==> src/rtl/gcd_dispatch.sv <==
// Job scheduler for the gcd core: buffers tagged operand pairs, issues them
// one at a time, and returns tagged results in order. Zero operands skip the core.
module gcd_dispatch #(
    parameter int W     = 32,
    parameter int DEPTH = 4,
    parameter int TAG_W = 4
) (
    input  logic                     clk,
    input  logic                     rst,
    input  logic                     in_valid,
    output logic                     in_ready,
    input  logic [W-1:0]             in_a,
    input  logic [W-1:0]             in_b,
    input  logic [TAG_W-1:0]         in_tag,
    output logic                     core_start,
    output logic [W-1:0]             core_a,
    output logic [W-1:0]             core_b,
    input  logic [W-1:0]             core_result,
    input  logic                     core_done,
    output logic                     out_valid,
    input  logic                     out_ready,
    output logic [W-1:0]             out_gcd,
    output logic [TAG_W-1:0]         out_tag,
    output logic                     out_bypass,
    output logic [$clog2(DEPTH):0]   fifo_count
);

    localparam int AW = $clog2(DEPTH);
    localparam int CW = AW + 1;

    typedef enum logic [2:0] {
        IDLE,
        ISSUE,
        WAIT_CLR,
        WAIT_DONE,
        OUT
    } state_t;

    logic [W-1:0]     mem_a   [DEPTH];
    logic [W-1:0]     mem_b   [DEPTH];
    logic [TAG_W-1:0] mem_tag [DEPTH];

    logic [AW-1:0] wr_ptr_q, rd_ptr_q;
    logic [CW-1:0] count_q, count_d;
    logic          push, pop;

    state_t           state_q;
    logic             core_start_q;
    logic [W-1:0]     core_a_q, core_b_q;
    logic             out_valid_q;
    logic [W-1:0]     out_gcd_q;
    logic [TAG_W-1:0] out_tag_q;
    logic             out_bypass_q;

    logic [W-1:0]     head_a, head_b;
    logic [TAG_W-1:0] head_tag;

    // Space is judged on the registered count only; a same-cycle pop never frees a slot.
    assign in_ready = !rst && (count_q < CW'(DEPTH));
    assign push     = in_valid && in_ready;
    assign pop      = (state_q == IDLE) && (count_q != '0);

    assign head_a   = mem_a[rd_ptr_q];
    assign head_b   = mem_b[rd_ptr_q];
    assign head_tag = mem_tag[rd_ptr_q];

    always_comb begin
        count_d = count_q;
        if (push && !pop)
            count_d = count_q + 1'b1;
        else if (!push && pop)
            count_d = count_q - 1'b1;
    end

    always_ff @(posedge clk) begin
        if (push) begin
            mem_a[wr_ptr_q]   <= in_a;
            mem_b[wr_ptr_q]   <= in_b;
            mem_tag[wr_ptr_q] <= in_tag;
        end
    end

    always_ff @(posedge clk or posedge rst) begin
        if (rst) begin
            wr_ptr_q <= '0;
            rd_ptr_q <= '0;
            count_q  <= '0;
        end else begin
            count_q <= count_d;
            if (push)
                wr_ptr_q <= wr_ptr_q + 1'b1;
            if (pop)
                rd_ptr_q <= rd_ptr_q + 1'b1;
        end
    end

    always_ff @(posedge clk or posedge rst) begin
        if (rst) begin
            state_q      <= IDLE;
            core_start_q <= 1'b0;
            core_a_q     <= '0;
            core_b_q     <= '0;
            out_valid_q  <= 1'b0;
            out_gcd_q    <= '0;
            out_tag_q    <= '0;
            out_bypass_q <= 1'b0;
        end else begin
            unique case (state_q)
                IDLE: begin
                    if (pop) begin
                        out_tag_q <= head_tag;
                        // The subtractive core would spin forever on a zero operand.
                        if (head_a == '0 || head_b == '0) begin
                            out_gcd_q    <= head_a | head_b;
                            out_bypass_q <= 1'b1;
                            out_valid_q  <= 1'b1;
                            state_q      <= OUT;
                        end else begin
                            core_a_q     <= head_a;
                            core_b_q     <= head_b;
                            core_start_q <= 1'b1;
                            state_q      <= ISSUE;
                        end
                    end
                end
                ISSUE: begin
                    core_start_q <= 1'b0;
                    state_q      <= WAIT_CLR;
                end
                // core_done may still be high from the previous job here.
                WAIT_CLR: begin
                    state_q <= WAIT_DONE;
                end
                WAIT_DONE: begin
                    if (core_done) begin
                        out_gcd_q    <= core_result;
                        out_bypass_q <= 1'b0;
                        out_valid_q  <= 1'b1;
                        state_q      <= OUT;
                    end
                end
                OUT: begin
                    if (out_ready) begin
                        out_valid_q <= 1'b0;
                        state_q     <= IDLE;
                    end
                end
                default: begin
                    state_q <= IDLE;
                end
            endcase
        end
    end

    assign core_start = core_start_q;
    assign core_a     = core_a_q;
    assign core_b     = core_b_q;
    assign out_valid  = out_valid_q;
    assign out_gcd    = out_gcd_q;
    assign out_tag    = out_tag_q;
    assign out_bypass = out_bypass_q;
    assign fifo_count = count_q;

endmodule

==> config.mk <==
export PLATFORM = sky130hd
export DESIGN_NAME = gcd_dispatch
export DESIGN_NICKNAME = d
export VERILOG_FILES = /design/src/rtl/gcd_dispatch.sv
export SDC_FILE = /design/constraint.sdc
export NUM_CORES = 1
export LEC_CHECK = 0
export CORE_MARGIN = 5
export CORE_UTILIZATION = 55
export DETAILED_ROUTE_END_ITERATION = 6
export PLACE_DENSITY = 0.8
export SYNTH_ARGS = -nofsm -noshare
export SYNTH_HDL_FRONTEND = slang
export SYNTH_SLANG_ARGS = --single-unit
==> constraint.sdc <==
create_clock -name clk -period 8.4 [get_ports clk]
set_input_delay 1.68 -clock clk [delete_from_list [all_inputs] [get_ports clk]]
set_output_delay 1.68 -clock clk [all_outputs]
set_load 0.1 [all_outputs]
==> results of run 1 <==
[layer usage]
| layer | vias to the layer above | wire length, um | part of all wire, % |
|---|---|---|---|
| li1 | 3490 | - | - |
| met1 | 4181 | 14200 | 41 |
| met2 | 309 | 16800 | 48 |
| met3 | 55 | 2840 | 8.2 |
| met4 | 4 | 843 | 2.4 |
| met5 | - | 34 | 0.098 |
[area by class of cell]
| class | count | area share [%] |
|---|---|---|
| repair buffers | 222 | 11.8 |
| well taps | 341 | 2.30 |
| flip-flops and latches | 385 | 59.2 |
| diodes | 4 | 0.0539 |
| inverters | 9 | 0.195 |
| clock inverters | 13 | 0.754 |
| multi-input cells | 341 | 19.4 |
| clock buffers | 57 | 6.28 |
[flip-flops by register name, summed over array words and instances, names as in the netlist]
name / cells
core_start: 1
core_a: 32
out_bypass: 1
core_b: 32
rd_ptr_q: 2
fifo_count: 3
state_q: 3
out_tag: 4
mem_a: 128
mem_tag: 16
out_gcd: 32
wr_ptr_q: 2
out_valid: 1
mem_b: 128
[synth_stat cells, types with 2 or more instances]
master,n,area (um^2)
sky130_fd_sc_hd__a21oi_1,34,170
sky130_fd_sc_hd__and3_1,4,25.0
sky130_fd_sc_hd__buf_1,3,11.3
sky130_fd_sc_hd__buf_2,11,55.1
sky130_fd_sc_hd__buf_4,2,15.0
sky130_fd_sc_hd__buf_6,5,56.3
sky130_fd_sc_hd__clkbuf_1,15,56.3
sky130_fd_sc_hd__dfrtp_1,113,2830
sky130_fd_sc_hd__edfxtp_1,272,8170
sky130_fd_sc_hd__ha_1,5,62.6
sky130_fd_sc_hd__inv_1,8,30.0
sky130_fd_sc_hd__mux2_1,78,878
sky130_fd_sc_hd__mux2_2,18,203
sky130_fd_sc_hd__mux2i_1,2,20.0
sky130_fd_sc_hd__mux4_2,68,1530
sky130_fd_sc_hd__nand2_1,16,60.1
sky130_fd_sc_hd__nand3b_1,2,15.0
sky130_fd_sc_hd__nand4_1,4,25.0
sky130_fd_sc_hd__nor2_1,68,255
sky130_fd_sc_hd__nor4_1,16,100
sky130_fd_sc_hd__o21ai_0,4,20.0
sky130_fd_sc_hd__o21bai_1,2,15.0
sky130_fd_sc_hd__xnor2_1,4,35.0
sky130_fd_sc_hd__xor2_1,2,17.5
[metrics by stage]
step	setup WS, ns	instance area, um^2	hold slack, ns
CTS	3.07	18600	0.487
detailed placement	3.09	17300	0.470
floorplan	3.11	14800	0.548
finish	3.08	18600	0.486
global placement	3.11	17300	0.461
global route	3.01	18600	0.501
[worst max-delay path, stage by stage]
cell	delay (ns)
sky130_fd_sc_hd__clkdlybuf4s50_1	0.46
sky130_fd_sc_hd__nor2_1	0.29
sky130_fd_sc_hd__clkdlybuf4s50_1	1.20
[worst min-delay path by stage]
| stage | from | to | slack, ns | depth (start not counted) |
|---|---|---|---|---|
| finish | core_a[27] | core_a[27] | 0.49 | 1 |
| global route | out_gcd[4] | out_gcd[4] | 0.50 | 1 |
| CTS | out_tag[0] | out_tag[0] | 0.49 | 2 |
| detailed placement | out_tag[2] | out_tag[2] | 0.47 | 2 |
| global placement | out_tag[0] | out_tag[0] | 0.46 | 2 |
| floorplan | state_q[1] | out_tag[0] | 0.55 | 3 |
[cell families after synthesis]
family	after synthesis	share of synthesized area, %
flip-flops	385	74.4
AND/OR/NAND/NOR	116	3.54
buffers and inverters	45	1.54
AO/OA/AOI/OAI	47	1.81
adder cells (fa/ha/maj)	6	0.559
multiplexers	166	17.8
XOR/XNOR	6	0.356
==> results.yml, run 1 <==
clock_tree:
  postCtsSetupBuffers: 0
  cts-root-to-sink-buffers: 3
  cts-resized-gates: 0
  worst_skew_pair.late_latency_ns: 0.51
  clkSinkCount: 385
  clk_transition_reported_paths_ns: 0.06
  hold_buffers: 0
  clock-root-buffer: "sky130_fd_sc_hd__clkbuf_16"
  cts-htree-levels: 2
  tritoncts: "yes"
  cts_buffers: 39
critical_path:
  worstPathMaxFanout: 6
  regToRegSetupSlack_ns: 3.77
  timing.rr.start: "rd_ptr_q[0]"
  critPathLaunchType: "input pin"
  ff2ff_path_depth: 8
  critical_path_required_ns: 6.72
  criticalPathCategory: "input pin to primary output"
  timing.critical_path.arrival_ns: 3.64
  cp-endpoint: "in_ready"
  crit_start: "rst"
  worstReg2RegEnd: "core_a[7]"
  end_kind: "primary output"
finish:
  multiInputGateArea_mm2: 0.00360
  syn_to_final_growth_pct: 25.7
  final_cell_mix: "sky130_fd_sc_hd__edfxtp_1 (272), sky130_fd_sc_hd__clkdlybuf4s50_1 (211), sky130_fd_sc_hd__dfrtp_1 (111), sky130_fd_sc_hd__mux2_1 (78), sky130_fd_sc_hd__mux4_2 (68)"
  layoutNonFillerInstCount: 1372
  layout.nets: 1109
  layout_commonest_cell: "sky130_fd_sc_hd__edfxtp_1"
  register_area_mm2: 0.0110
  layout-drive-gt1-share_pct: 16.3
  fillers: 1752
  fin_util_pct: 69.5
place:
  place_congestion: 0.777
  placed_cells_incl_taps: 1298
  io_buffers: 211
  post-dp-hpwl_um: 22200
yosys:
  postSynth.topFlopCell: "sky130_fd_sc_hd__edfxtp_1"
  ys_seq_area_share_pct: 74.4
  synth_nets: 882
  ys_async_sr_fraction_pct: 29.4
  synthDistinctLibCells: 39
  yosysWarnings: 0
  synth.ff_latch_count: 385
  syn_area_mm2: 0.0148
  synth_edf_count: 272
  syn_inst: 771
  postSynthAreaPerCell_um2: 19.2
timing:
  rsz0062_at_grt: "false"
  period_minus_slack_ns: 5.32
  final.period_utilization_pct: 63.3
  slew_viol_final: 0
  slew-limit-headroom_pct: 28.2
  final-hold-violation-count: 0
  finalSetupViolCount: 0
  setup-tns-final_ns: 0
  worst_pin_slew_ns: 1.08
  finClkSkew_ns: 0.00991
  maxClockFrequency_mhz: 188
global_routing:
  globalRoute.totalOverflow: 0
  grt_use_total_pct: 23.2
  use_met1_pct: 32.3
  grt_util_met2_pct: 36.6
  groute.layer.met3.usage_pct: 6.79
  top_usage_layer: "met2"
  grt_first_pass_wirelength_um: 53400
  antenna_found_initial: 6
  grt_pass1_vias: 8604
  pin_count_of_the_biggest_net_entering_global_routing: 69
route:
  num_vias: 8039
  wl_per_cell_um: 25.3
  post-route-drc-count: 0
  avgViaCountPerCell: 5.86
  ant_nets: 0
  dr.first_iter.drc_count: 680
  drt-pass1-iter-count: 7
  drt_wl_total_um: 34700
floorplan:
  chipWidth_um: 174
  floorplan.core_area_mm2: 0.0267
  io_pins: 212
  start_util_pct: 55.3
  placementRows: 60
  total_die_area_mm2: 0.0303
  die-height_um: 174
run_status:
  status: "completed"
hold_path:
  timing.hold.worst.class: "flop to flop"
run:
  max_cap_violations: 0
Power of run 1 is left out: the tool's default activity adds up to more than one toggle a clock period on the data nets, which glitch-free logic cannot reach.
==> run 2, diff against run 1 <==
CORE_UTILIZATION = 49   (was 55)
PLACE_DENSITY = 0.76   (was 0.8)
clock period = 4.82 ns   (was 8.4 ns; I/O delays follow)
==> results.yml, run 2 (synthesis results as in run 1) <==
critical_path:
  ff2ff_path_depth: 8
  critical_path_required_ns: 5.22
  end_kind: "flop"
  worstPathMaxFanout: 25
  critPathLaunchType: "flop"
  timing.critical_path.arrival_ns: 4.31
  criticalPathCategory: "flop to flop"
route:
  avgViaCountPerCell: 5.68
  drt-pass1-iter-count: 5
  drt_wl_total_um: 36700
  ant_nets: 0
  dr.first_iter.drc_count: 761
  post-route-drc-count: 0
  num_vias: 8117
  wl_per_cell_um: 25.7
finish:
  stdcell_area_mm2: 0.0187
  syn_to_final_growth_pct: 26.6
  layout.nets: 1119
  layout-drive-gt1-share_pct: 17.3
  reg_top3: "mem_a: 128 flops, mem_b: 128 flops"
  final_cell_mix: "sky130_fd_sc_hd__edfxtp_1 (272), sky130_fd_sc_hd__clkdlybuf4s50_1 (210), sky130_fd_sc_hd__dfrtp_1 (111), sky130_fd_sc_hd__mux2_1 (78), sky130_fd_sc_hd__mux4_2 (68)"
  fin_util_pct: 63.0
  layoutNonFillerInstCount: 1430
  layout_commonest_cell: "sky130_fd_sc_hd__edfxtp_1"
clock_tree:
  cts-resized-gates: 0
  clkSinkCount: 385
  hold_buffers: 0
  clock-root-buffer: "sky130_fd_sc_hd__clkbuf_16"
  postCtsSetupBuffers: 0
  clk_transition_reported_paths_ns: 0.06
  tritoncts: "yes"
  cts_buffers: 39
  cts-root-to-sink-buffers: 3
  cts-htree-levels: 2
  worst_skew_pair.late_latency_ns: 0.52
floorplan:
  start_util_pct: 49.7
  floorplan.core_area_mm2: 0.0297
  placementRows: 63
  total_die_area_mm2: 0.0337
  chipWidth_um: 184
  die-height_um: 184
  io_pins: 212
timing:
  period_minus_slack_ns: 3.91
  finalSetupViolCount: 0
  slew_viol_final: 0
  maxClockFrequency_mhz: 256
  setup-tns-final_ns: 0
  final.period_utilization_pct: 81.1
  slew-limit-headroom_pct: 28.8
  finClkSkew_ns: 0.0192
  worst_pin_slew_ns: 1.07
  rsz0062_at_grt: "false"
  final-hold-violation-count: 0
place:
  post-dp-hpwl_um: 24800
  io_buffers: 211
  place_congestion: 0.761
  post_placement_cell_area_mm2: 0.0174
  placed_cells_incl_taps: 1357
global_routing:
  grt_use_total_pct: 21.7
  antenna_found_initial: 4
  globalRoute.totalOverflow: 0
  grt_pass1_vias: 8410
  grt_first_pass_wirelength_um: 54300
  pin_count_of_the_biggest_net_entering_global_routing: 81
run:
  max_cap_violations: 0
hold_path:
  hold-path-cell-count: 2
  timing.hold.worst.class: "flop to flop"
run_status:
  status: "completed"
## run 2: cell types whose count changed in the layout (fill, tap and decap cells not counted), sizes merged
cell,delta
clkdlybuf4s50,-1
buf,+11
diode,-2
clkinv,+8
clkinvlp,+2
clkbuf,-9
## run 2: critical path, cell delays in order (launching register included)
cell and delay (ns):
sky130_fd_sc_hd__dfrtp_4 0.69, sky130_fd_sc_hd__buf_12 0.30, sky130_fd_sc_hd__mux4_2 0.62, sky130_fd_sc_hd__nor4_1 0.52, sky130_fd_sc_hd__nand4_1 0.23, sky130_fd_sc_hd__o22ai_2 0.43, sky130_fd_sc_hd__a21oi_4 0.28, sky130_fd_sc_hd__buf_4 0.32
sky130_fd_sc_hd__mux2_1 0.35
## run 2: path summary, 6_finish.rpt
path                        startpoint            end  slack [ns]
max                        rd_ptr_q[0]     out_gcd[5]        0.91
min                         out_tag[2]     out_tag[2]        0.48
max reg2reg                rd_ptr_q[0]     out_gcd[5]        0.91
min reg2reg                 out_tag[2]     out_tag[2]        0.48
max in group asynchronous          rst      core_a[3]        2.83
min in group asynchronous          rst  fifo_count[2]        1.09
## run 2: stage by stage
| step | worst slack [ns] | hold slack (ns) |
|---|---|---|
| floorplan | 0.244 | 0.548 |
| global placement | 0.935 | 0.462 |
| detailed placement | 0.842 | 0.474 |
| CTS | 0.805 | 0.489 |
| global route | 0.627 | 0.503 |
| finish | 0.912 | 0.483 |
## run 2: area by class of cell
type                    instances  area [um^2]
fillers                      2072        11000
repair buffers                232         2320
flip-flops and latches        385        11000
multi-input cells             341         3600
inverters                       9         36.3
clock inverters                23          193
clock buffers                  48         1070
well taps                     390          488
diodes                          2         5.00
## run 2: layer usage
layer	GRT usage (%)	wire length, um
met4	5.42	580
met5	0	34
met3	4.51	2540
met1	30.2	14900
met2	35.5	18600
Power of run 2 is left out for the same reason.
